File: config.mk
export PLATFORM = sky130hd
export DESIGN_NAME = wash_cycle_sequencer
export DESIGN_NICKNAME = d
export VERILOG_FILES = /design/src/rtl/wash_pkg.sv /design/src/rtl/wash_phase_timer.sv /design/src/rtl/wash_cycle_sequencer.sv
export SDC_FILE = /design/constraint.sdc
export NUM_CORES = 1
export LEC_CHECK = 0
export ABC_AREA = 1
export BUFFER_PORTS_ARGS = -buffer_cell sky130_fd_sc_hd__buf_2
export CORE_ASPECT_RATIO = 0.7
export CORE_MARGIN = 4
export CORE_UTILIZATION = 30
export DETAILED_ROUTE_END_ITERATION = 16
export HOLD_SLACK_MARGIN = 0.1
export SLEW_MARGIN = 20
export SYNTH_ARGS = -nofsm -noshare
export SYNTH_HDL_FRONTEND = slang
export SYNTH_SLANG_ARGS = --single-unit
File: constraint.sdc
create_clock -name clk -period 3.5 [get_ports clk]
set_input_delay 0 -clock clk [delete_from_list [all_inputs] [get_ports clk]]
set_output_delay 0 -clock clk [all_outputs]
set_load 0.01 [all_outputs]
File: src/rtl/wash_pkg.sv
// Shared state encoding, fault codes and state-class helpers for the
// wash cycle sequencer.
package wash_pkg;

    typedef enum logic [3:0] {
        IDLE        = 4'd0,
        FILL        = 4'd1,
        HEAT        = 4'd2,
        PREWASH     = 4'd3,
        WASH        = 4'd4,
        DRAIN       = 4'd5,
        RINSE_FILL  = 4'd6,
        RINSE       = 4'd7,
        RINSE_DRAIN = 4'd8,
        SPIN        = 4'd9,
        DONE        = 4'd10,
        PAUSED      = 4'd11,
        ABORT_DRAIN = 4'd12,
        FAULT       = 4'd13
    } state_t;

    localparam logic [1:0] FAULT_NONE      = 2'd0;
    localparam logic [1:0] FAULT_FILL_TO   = 2'd1;
    localparam logic [1:0] FAULT_DRAIN_TO  = 2'd2;
    localparam logic [1:0] FAULT_VIBRATION = 2'd3;

    function automatic logic is_timed(input state_t s);
        return s inside {PREWASH, WASH, RINSE, SPIN};
    endfunction

    function automatic logic is_fill(input state_t s);
        return s inside {FILL, RINSE_FILL};
    endfunction

    function automatic logic is_drain(input state_t s);
        return s inside {DRAIN, RINSE_DRAIN};
    endfunction

    function automatic logic is_pausable(input state_t s);
        return s inside {FILL, HEAT, PREWASH, WASH, DRAIN, RINSE_FILL,
                         RINSE, RINSE_DRAIN, SPIN};
    endfunction

endpackage

File: src/rtl/wash_phase_timer.sv
// Phase timer: TICK_DIV-cycle prescaler feeding a saturating down-counter.
// load restarts both; freeze holds both; expired flags remaining == 0.
module wash_phase_timer #(
    parameter int TIME_W   = 16,
    parameter int TICK_DIV = 1000
) (
    input  logic              clk,
    input  logic              reset_n,
    input  logic              load,
    input  logic [TIME_W-1:0] load_val,
    input  logic              run,
    input  logic              freeze,
    output logic [TIME_W-1:0] remaining,
    output logic              expired
);

    localparam int PRE_W = (TICK_DIV > 1) ? $clog2(TICK_DIV) : 1;
    localparam logic [PRE_W-1:0] PRE_LAST = PRE_W'(TICK_DIV - 1);

    logic [PRE_W-1:0] prescale;

    // Prescaler and down-counter; count only while running and not frozen
    always_ff @(posedge clk or negedge reset_n) begin
        if (!reset_n) begin
            prescale  <= '0;
            remaining <= '0;
        end else if (load) begin
            prescale  <= '0;
            remaining <= load_val;
        end else if (run && !freeze) begin
            if (prescale == PRE_LAST) begin
                prescale <= '0;
                if (remaining != '0)
                    remaining <= remaining - TIME_W'(1);
            end else begin
                prescale <= prescale + PRE_W'(1);
            end
        end
    end

    assign expired = (remaining == '0);

endmodule

File: src/rtl/wash_cycle_sequencer.sv
// Washing-machine cycle sequencer: fill/heat/wash/rinse/spin FSM with
// pause/resume, stop, fill/drain watchdogs and recoverable vibration fault.
// Optional macro WASH_PREWASH_EN adds a prewash_time port and PREWASH phase.
module wash_cycle_sequencer
    import wash_pkg::*;
#(
    parameter int LEVEL_W       = 10,
    parameter int TEMP_W        = 7,
    parameter int SPEED_W       = 11,
    parameter int TIME_W        = 16,
    parameter int NUM_RINSE     = 2,
    parameter int TICK_DIV      = 1000,
    parameter int FILL_TIMEOUT  = 4096,
    parameter int DRAIN_TIMEOUT = 4096
) (
    input  logic               clk,
    input  logic               reset_n,
    input  logic               start,
    input  logic               stop,
    input  logic               pause,
    input  logic               resume,
    input  logic               door_closed,
    input  logic [LEVEL_W-1:0] target_level,
    input  logic [TEMP_W-1:0]  target_temp,
    input  logic [SPEED_W-1:0] spin_speed,
    input  logic [TIME_W-1:0]  wash_time,
    input  logic [TIME_W-1:0]  rinse_time,
    input  logic [TIME_W-1:0]  spin_time,
`ifdef WASH_PREWASH_EN
    input  logic [TIME_W-1:0]  prewash_time,
`endif
    input  logic [LEVEL_W-1:0] level_sensor,
    input  logic [TEMP_W-1:0]  temp_sensor,
    input  logic               vibration,
    output logic               door_lock,
    output logic               water_valve,
    output logic               heater,
    output logic               drain_pump,
    output logic [SPEED_W-1:0] drum_motor,
    output logic [3:0]         state_o,
    output logic [3:0]         rinse_idx,
    output logic [TIME_W-1:0]  remaining,
    output logic               busy,
    output logic               done,
    output logic [1:0]         fault_code
);

    localparam int WD_MAX = (FILL_TIMEOUT > DRAIN_TIMEOUT) ? FILL_TIMEOUT : DRAIN_TIMEOUT;
    localparam int WD_W   = $clog2(WD_MAX + 1);
    localparam logic [WD_W-1:0] FILL_LAST  = WD_W'(FILL_TIMEOUT - 1);
    localparam logic [WD_W-1:0] DRAIN_LAST = WD_W'(DRAIN_TIMEOUT - 1);
    localparam logic [3:0]      RINSE_LAST = 4'(NUM_RINSE - 1);

    state_t state, next_state, saved_state;
    logic [1:0]         next_fault;
    logic [WD_W-1:0]    wd;
    logic [LEVEL_W-1:0] cfg_level;
    logic [TEMP_W-1:0]  cfg_temp;
    logic [SPEED_W-1:0] cfg_speed;
    logic [TIME_W-1:0]  cfg_wash, cfg_rinse, cfg_spin;
`ifdef WASH_PREWASH_EN
    logic [TIME_W-1:0]  cfg_prewash;
`endif
    logic               tmr_load, tmr_expired;
    logic [TIME_W-1:0]  tmr_load_val;
    logic               fill_to, drain_to;
    state_t             after_fill;

    // State register
    always_ff @(posedge clk or negedge reset_n) begin
        if (!reset_n)
            state <= IDLE;
        else
            state <= next_state;
    end

    // Saved state, fault code, rinse pass, watchdog and configuration latch
    always_ff @(posedge clk or negedge reset_n) begin
        if (!reset_n) begin
            saved_state <= IDLE;
            fault_code  <= FAULT_NONE;
            rinse_idx   <= '0;
            wd          <= '0;
            cfg_level   <= '0;
            cfg_temp    <= '0;
            cfg_speed   <= '0;
            cfg_wash    <= '0;
            cfg_rinse   <= '0;
            cfg_spin    <= '0;
`ifdef WASH_PREWASH_EN
            cfg_prewash <= '0;
`endif
        end else begin
            fault_code <= next_fault;
            if ((next_state == PAUSED || next_state == FAULT) && next_state != state)
                saved_state <= state;
            if (next_state == ABORT_DRAIN || state == DONE)
                rinse_idx <= '0;
            else if (state == RINSE_DRAIN && next_state == RINSE_FILL)
                rinse_idx <= rinse_idx + 4'd1;
            // Pausing and resuming keep the watchdog count; other changes clear it
            if (next_state != state) begin
                if (next_state != PAUSED && state != PAUSED)
                    wd <= '0;
            end else if (is_fill(state) || is_drain(state)) begin
                wd <= wd + WD_W'(1);
            end
            if (state == IDLE && start && door_closed) begin
                cfg_level   <= target_level;
                cfg_temp    <= target_temp;
                cfg_speed   <= spin_speed;
                cfg_wash    <= wash_time;
                cfg_rinse   <= rinse_time;
                cfg_spin    <= spin_time;
`ifdef WASH_PREWASH_EN
                cfg_prewash <= prewash_time;
`endif
            end
        end
    end

    assign fill_to  = is_fill(state)  && (wd == FILL_LAST);
    assign drain_to = is_drain(state) && (wd == DRAIN_LAST);

`ifdef WASH_PREWASH_EN
    assign after_fill = PREWASH;
`else
    assign after_fill = (cfg_temp == '0) ? WASH : HEAT;
`endif

    // Next-state logic: stop > vibration > pause > normal transition
    always_comb begin
        next_state = state;
        next_fault = fault_code;
        if (stop && state != IDLE && state != DONE) begin
            next_state = ABORT_DRAIN;
            next_fault = FAULT_NONE;
        end else if (vibration && (state inside {WASH, RINSE, SPIN})) begin
            next_state = FAULT;
            next_fault = FAULT_VIBRATION;
        end else if (pause && is_pausable(state)) begin
            next_state = PAUSED;
        end else begin
            case (state)
                IDLE:        if (start && door_closed) next_state = FILL;
                FILL: begin
                    if (fill_to) begin
                        next_state = FAULT;
                        next_fault = FAULT_FILL_TO;
                    end else if (level_sensor >= cfg_level) begin
                        next_state = after_fill;
                    end
                end
`ifdef WASH_PREWASH_EN
                PREWASH:     if (tmr_expired) next_state = (cfg_temp == '0) ? WASH : HEAT;
`endif
                HEAT:        if (temp_sensor >= cfg_temp) next_state = WASH;
                WASH:        if (tmr_expired) next_state = DRAIN;
                DRAIN: begin
                    if (drain_to) begin
                        next_state = FAULT;
                        next_fault = FAULT_DRAIN_TO;
                    end else if (level_sensor == '0) begin
                        next_state = RINSE_FILL;
                    end
                end
                RINSE_FILL: begin
                    if (fill_to) begin
                        next_state = FAULT;
                        next_fault = FAULT_FILL_TO;
                    end else if (level_sensor >= cfg_level) begin
                        next_state = RINSE;
                    end
                end
                RINSE:       if (tmr_expired) next_state = RINSE_DRAIN;
                RINSE_DRAIN: begin
                    if (drain_to) begin
                        next_state = FAULT;
                        next_fault = FAULT_DRAIN_TO;
                    end else if (level_sensor == '0) begin
                        next_state = (rinse_idx < RINSE_LAST) ? RINSE_FILL : SPIN;
                    end
                end
                SPIN:        if (tmr_expired) next_state = DONE;
                DONE:        next_state = IDLE;
                PAUSED:      if (resume) next_state = saved_state;
                ABORT_DRAIN: if (level_sensor == '0) next_state = IDLE;
                FAULT: begin
                    if (fault_code == FAULT_VIBRATION && resume && !vibration) begin
                        next_state = saved_state;
                        next_fault = FAULT_NONE;
                    end
                end
                default:     next_state = IDLE;
            endcase
        end
    end

    // Timer reload on fresh entry into a timed phase (not on return from PAUSED/FAULT)
    always_comb begin
        tmr_load     = is_timed(next_state) && next_state != state &&
                       state != PAUSED && state != FAULT;
        tmr_load_val = '0;
        case (next_state)
            WASH:    tmr_load_val = cfg_wash;
            RINSE:   tmr_load_val = cfg_rinse;
            SPIN:    tmr_load_val = cfg_spin;
`ifdef WASH_PREWASH_EN
            PREWASH: tmr_load_val = cfg_prewash;
`endif
            default: tmr_load_val = '0;
        endcase
    end

    wash_phase_timer #(
        .TIME_W   (TIME_W),
        .TICK_DIV (TICK_DIV)
    ) u_timer (
        .clk       (clk),
        .reset_n   (reset_n),
        .load      (tmr_load),
        .load_val  (tmr_load_val),
        .run       (is_timed(state)),
        .freeze    (next_state != state),
        .remaining (remaining),
        .expired   (tmr_expired)
    );

    // Moore actuator decode from the registered state
    always_comb begin
        water_valve = 1'b0;
        heater      = 1'b0;
        drain_pump  = 1'b0;
        drum_motor  = '0;
        done        = 1'b0;
        case (state)
            FILL, RINSE_FILL:                water_valve = 1'b1;
            HEAT:                            heater      = (temp_sensor < cfg_temp);
            PREWASH:                         drum_motor  = cfg_speed >> 1;
            WASH, RINSE:                     drum_motor  = cfg_speed;
            DRAIN, RINSE_DRAIN, ABORT_DRAIN: drain_pump  = 1'b1;
            SPIN: begin
                drain_pump = 1'b1;
                drum_motor = cfg_speed;
            end
            DONE:                            done        = 1'b1;
            default: ;
        endcase
    end

    assign door_lock = (state != IDLE) && (state != DONE);
    assign busy      = (state != IDLE);
    assign state_o   = state;

endmodule

==> impl_metrics.toml, run 1 <==
[yosys]
synth_edf_count = 0
synth_top_area_cell = "dfrtp_1"
ys_ff_latch = 129
synthArstFlopShare = 1.00
synthTopCellsByArea = "dfrtp_1 42%, nand2_1 20%, nand3_1 6.0%"
synth_cell_types = 37
ys_warn_count = 0
synth_cells = 1083
synth_common_cells = "404 x nand2_1, 129 x dfrtp_1, 120 x inv_1"
syn-cell-area_sq_um = 7650
synth_nets = 1206
synth_flop_cell = "dfrtp_1"
syn_area_per_cell_sq_um = 7.06
yosysSeqAreaShare = 0.422
yosysMostFrequentCell = "nand2_1"
synth_top_cell_area_share = 0.422

[die]
fp-row-count = 48
dieArea_sq_um = 28200
die_y_um = 142
boundaryPins = 144
core_sq_um = 24900
die_width_um = 199
start_util = 0.308

[setup_path]
crit_arrival_ns = 3.51
cp_data_required_time_ns = 3.82
critical_path_class = "register to register"
endpoint_kind = "register"
crit_fanout = 11
critPathLaunchType = "register"

[sta]
relSlewSlack = 0.431
tns_ns = 0
drv_slew = 0
holdWs_ns = 0.195
worst_slew_pin_slew_ns = 0.854
finClkSkew_ns = 0.00890
post-route-period-util = 0.913
final.min_clock_period_ns = 3.19
setup_violations = 0
hold_viol = 0
rsz0062_at_grt = "no"
fmax_mhz = 313

[power]
p_sw_frac = 0.442
p_switching_mw = 3.44
p_seq_frac = 0.309
leakage_nw = 5.47
power_frac_clock = 0.237
powerDensity_nw_per_um2 = 764
p_int_mw = 4.34
pwr-share-comb = 0.454
power.total_mw = 7.79
peakVddDrop_mv = 0.377

[place]
place.gp.congestion = 0.937
io_buffer_count = 143
dpl.cell_count = 1538
dp_hpwl_um = 17700

[layout]
nNetsFinal = 1435
multi_input_area_sq_um = 3770
register_area_sq_um = 3230
layout-drive-gt1-share = 0.182
finalNonFillerCells = 1650
fill_cells = 2587
antenna_cells = 0
area_growth_pct = 33.2

[route]
routed-via-count = 7652
drc_errors = 0
drt_iter0_drc = 505
wl_um = 24300
via_per_inst = 4.64
dr.pass1.iters = 5
wl_per_cell_um = 14.7
drtAntennaViolNets = 0

[cts]
h-tree-depth = 4
numCtsBuffers = 17
cts.sinks = 129
clk_latency_ns = 0.43
cts_root_buffer = "clkbuf_16"
path_clk_slew_ns = 0.06
cts_setup_buffers = 0
cts_buffer_depth = 2
tritoncts = "yes"

[global_routing]
met1_usage = 0.254
grt_usage = 0.177
grt_pass1_wl_um = 39700
grt_pass1_vias = 7609
grt_max_degree = 70
met3_usage = 0.0494
gr-max-usage-layer = "met2"
grt_remaining_overflow = 0
use_met2 = 0.263
antenna_found_initial = 0

[flow_run]
cap_violations = 0

[worst_hold_path]
hp-class = "primary input to async pin"

[run_status]
outcome = "finished clean"
per-stage QoR:
step	worst slack, ns	cell area [sq um]	util
CTS	0.234	10200	0.409
finish	0.306	10200	0.410
global placement	0.335	8770	0.353
detailed placement	0.278	8770	0.353
floorplan	0.801	7650	-
global route	0.0186	10200	0.410
registers in the layout, indices dropped and copies added (netlist names):
name               flops
cfg_rinse             16
cfg_spin              16
cfg_wash              16
u_timer.remaining     16
wd                    13
cfg_speed             11
cfg_level             10
u_timer.prescale      10
cfg_temp               7
rinse_idx              4
saved_state            4
state_o                4
fault_code             2
cell families after synthesis:
family,after synthesis,share of synthesized area
xor gates and xnor gates,24,0.0275
adders and majority gates,22,0.0360
DFF,129,0.422
and+or+nand+nor,648,0.360
buffers and inverters,165,0.0854
AOI/OAI and AO/OA,95,0.0687
power by group through the flow:
stage | combinational, mW | sequential [mW] | clock, mW
2_1_floorplan | 2.37 | 2.37 | 0
3_3_place_gp | 3.39 | 2.42 | 0
3_5_place_dp | 3.41 | 2.42 | 0
4_1_cts | 3.52 | 2.40 | 1.89
5_1_grt | 4.01 | 2.48 | 1.96
6_report | 3.53 | 2.40 | 1.85
timing repair:
item,in CTS,in global routing
endpoints found under the setup margin,0,8
hold endpoints to repair,142,0
hold buffers,80,0
gates resized for setup,0,2
critical path, stage by stage, from the launching register on:
cell and delay [ns]:
dfrtp_1 0.59, clkinv_1 0.27, nand2_1 0.14, nor2_1 0.09, nor2_1 0.29, nand2_2 0.18
nand2_2 0.15, inv_2 0.09, nand2_1 0.15, nand2_1 0.13, nor2_4 0.21, inv_2 0.06
nand3_2 0.09, nand3_2 0.09, buf_4 0.20, nand2_2 0.10, inv_1 0.11, nand2_1 0.08
nand2_1 0.05
per-layer routing:
metal | up-vias | share of wire | wire length (um)
li1 | 3880 | - | -
met4 | 0 | 0.015 | 356
met3 | 28 | 0.072 | 1740
met1 | 3523 | 0.48 | 11700
met5 | - | 0 | 0
met2 | 221 | 0.43 | 10500
cell type report:
cell class | count | area share
multi-input cells | 789 | 0.371
flip-flops and latches | 129 | 0.317
repair buffers | 242 | 0.164
inverters | 133 | 0.0490
clock buffers | 17 | 0.0418
well taps | 325 | 0.0399
clock inverters | 15 | 0.0173
worst paths after layout:
check | start | end | slack [ns] | cells past startpoint
hold / removal | reset_n | cfg_level[3]$_DFFE_PN0P_ | 0.19 | 2
setup / recovery | state_o[2]$_DFF_PN0_ | u_timer.prescale[8]$_DFFE_PN0P_ | 0.31 | 18
min in group clk | pause | state_o[3]$_DFF_PN0_ | 0.29 | 5
max in group asynchronous | reset_n | cfg_rinse[15]$_DFFE_PN0P_ | 2.42 | 3
hold reg to reg | cfg_wash[10]$_DFFE_PN0P_ | cfg_wash[10]$_DFFE_PN0P_ | 0.48 | 2
setup reg to reg | state_o[2]$_DFF_PN0_ | u_timer.prescale[8]$_DFFE_PN0P_ | 0.31 | 18
cells in the final DEF, fill, tap and decap left out, drive strengths merged, types with 5 or more instances in the layout:
master,netlist,routed
nand2,418,418
buf,11,162
inv,130,136
dfrtp,129,129
nand3,100,100
nor2,99,99
dlygate4sd3,0,80
o21ai,60,60
ha,22,22
xor2,20,20
clkbuf,21,17
nand4,16,16
o22ai,15,15
a21oi,8,8
clkinv,3,7
nor3,6,6
o211ai,5,5
Note: power is estimated with default switching activity, not from simulation.
==> inputs of run 2 (changes only) <==
--- a/config.mk
+++ b/config.mk
@@ -6,11 +6,11 @@
 export NUM_CORES = 1
 export LEC_CHECK = 0
 export ABC_AREA = 1
-export BUFFER_PORTS_ARGS = -buffer_cell sky130_fd_sc_hd__buf_2
-export CORE_ASPECT_RATIO = 0.7
+export CORE_ASPECT_RATIO = 1.75
 export CORE_MARGIN = 4
 export CORE_UTILIZATION = 30
 export DETAILED_ROUTE_END_ITERATION = 16
+export DONT_BUFFER_PORTS = 1
 export HOLD_SLACK_MARGIN = 0.1
 export SLEW_MARGIN = 20
 export SYNTH_ARGS = -nofsm -noshare
==> constraint.sdc (replaced) <==
create_clock -name clk -period 3.3 [get_ports clk]
set_input_delay 0 -clock clk [delete_from_list [all_inputs] [get_ports clk]]
set_output_delay 0 -clock clk [all_outputs]
set_load 0.01 [all_outputs]
==> run 2 against run 1 <==
  * Combinational power increased by 3%
  * Global-route usage increased by 0.23 points
  * Clock skew increased by 0.00053 ns
  * Power increased by 5.6%
  * Via count decreased by 2.6%
  * Sequential cell count unchanged
  * Register-to-register slack got worse by 0.04 ns
  * Maximum frequency increased by 5.1%
  * Die area increased by 0.21%
  * Highest routed layer unchanged
  * Largest cell class unchanged
  * Critical path type unchanged
  * Largest power group unchanged
  * Critical endpoint is now u_timer.remaining[15]$_DFFE_PN0P_
==> impl_metrics.toml, run 2 (synthesis results as in run 1) <==
[power]
pwr-share-comb = 0.442
p_seq_frac = 0.316
p_switching_mw = 3.62
leakage_nw = 4.94
power_frac_clock = 0.242
powerDensity_nw_per_um2 = 854
p_sw_frac = 0.440
p_int_mw = 4.60
peakVddDrop_mv = 0.422

[sta]
hold_viol = 0
drv_slew = 0
post-route-period-util = 0.921
tns_ns = 0
final.min_clock_period_ns = 3.04
fmax_mhz = 329
setup_violations = 0
worst_slew_pin_slew_ns = 0.694
rsz0062_at_grt = "no"
finClkSkew_ns = 0.00944
relSlewSlack = 0.537

[setup_path]
reg2reg_depth = 20
cp_data_required_time_ns = 3.62
critPathLaunchType = "register"
endpoint_kind = "register"
crit_fanout = 12
r2r_end = "u_timer.remaining[15]$_DFFE_PN0P_"
crit_arrival_ns = 3.36
crit_path_start = "state_o[2]$_DFF_PN0_"
reg2reg_slack_ns = 0.26
critical_path_class = "register to register"
timing.rr.start = "state_o[2]$_DFF_PN0_"
crit_path_end = "u_timer.remaining[15]$_DFFE_PN0P_"

[route]
via_per_inst = 4.93
routed-via-count = 7452
drc_errors = 0
wl_per_cell_um = 16.4
wl_um = 24900
drtAntennaViolNets = 0
dr.pass1.iters = 5
drt_iter0_drc = 400

[global_routing]
grt_pass1_vias = 7464
grt_remaining_overflow = 0
antenna_found_initial = 0
grt_usage = 0.179
grt_max_degree = 130
grt_pass1_wl_um = 38900

[flow_run]
cap_violations = 0

[worst_hold_path]
hp-class = "primary input to register"
worstHoldStart = "pause"

[place]
dpl.cell_count = 1398
dp_hpwl_um = 18300
dpl-instance-area_sq_um = 8150
place.gp.congestion = 0.993
io_buffer_count = 0

[layout]
design_area_sq_um = 9620
register_area_sq_um = 3230
layout-drive-gt1-share = 0.0954
antenna_cells = 0
multi_input_area_sq_um = 3790
final_common_cell = "nand2_1"
finalNonFillerCells = 1511
final_cell_mix = "403 x nand2_1, 129 x dfrtp_1, 118 x inv_1"
area_growth_pct = 25.7
fill_cells = 2664
nNetsFinal = 1305

[cts]
tritoncts = "yes"
clk_latency_ns = 0.44
cts.sinks = 129
numCtsBuffers = 17
cts_root_buffer = "clkbuf_16"
cts_buffer_depth = 2
path_clk_slew_ns = 0.06
h-tree-depth = 4

[die]
fp-row-count = 77
core_sq_um = 25200
start_util = 0.303
boundaryPins = 144
dieArea_sq_um = 28200
die_width_um = 129
die_y_um = 219

[run_status]
outcome = "finished clean"
## run 2: changes by cell type in the layout (fill, tap and decap cells not counted), sizes merged
cell,before,now
buf,162,32
bufinv,2,3
inv,136,134
clkinv,7,6
clkinvlp,3,4
clkbuf,17,18
## run 2: final cells by class
| cell class | instances | share of cell area |
|---|---|---|
| timing repair buffer | 112 | 0.113 |
| multi-input combinational | 789 | 0.394 |
| tap | 316 | 0.0411 |
| clock buffer | 18 | 0.0457 |
| sequential | 129 | 0.336 |
| clock inverter | 14 | 0.0185 |
| inverter | 133 | 0.0522 |
## run 2: worst max-delay path, stage by stage (launching register included)
cell and delay, ns:
dfrtp_1 0.46, buf_4 0.21, nor2_2 0.16, inv_1 0.10
nor2_1 0.18, inv_2 0.07, nand2_2 0.08, inv_2 0.06
a21oi_1 0.12, nand3_1 0.12, nand4_1 0.15, nand2_2 0.11
nor2_1 0.24, nand2_2 0.09, nand3_2 0.10, nand3_2 0.19
buf_4 0.26, nand2_1 0.07, nand2_1 0.05, nand2_1 0.05
nand2_1 0.05
## run 2: repair_timing
item,CTS,global route
gates resized for setup,0,9
hold buffers,81,0
endpoints found under the setup margin,0,34
buffers inserted,0,0
hold endpoints to repair,211,0
## run 2: through the flow
stage | total power, mW | hold WS (ns) | utilization | setup WS (ns)
after floorplan | 5.03 | -0.296 | - | 0.601
after global placement | 6.02 | -0.288 | 0.323 | 0.152
after detailed placement | 6.06 | -0.289 | 0.323 | 0.140
after CTS | 8.23 | 0.101 | 0.380 | 0.118
after global routing | 8.87 | 0.167 | 0.381 | 0.00842
final | 8.22 | 0.133 | 0.381 | 0.262
## run 2: worst min-delay path by stage
stage / slack [ns] / end / cells past startpoint
5_1_grt: 0.17 / state_o[3]$_DFF_PN0_ / 5
3_5_place_dp: -0.29 / u_timer.remaining[7]$_DFFE_PN0P_ / 0
6_report: 0.13 / state_o[2]$_DFF_PN0_ / 5
2_1_floorplan: -0.30 / cfg_level[0]$_DFFE_PN0P_ / 0
4_1_cts: 0.10 / state_o[2]$_DFF_PN0_ / 6
3_3_place_gp: -0.29 / u_timer.remaining[6]$_DFFE_PN0P_ / 0
## run 2: power groups by stage
stage	clock network (mW)	registers [mW]	logic, mW
floorplan	0	2.51	2.52
global placement	0	2.61	3.41
detailed placement	0	2.62	3.45
CTS	2.04	2.60	3.59
global route	2.10	2.67	4.10
finish	1.99	2.59	3.63
## run 2: layer usage
layer	GRT usage	share of wire
met1	0.184	0.36
met2	0.323	0.53
met3	0.0373	0.046
met5	0	0
met4	0.115	0.062
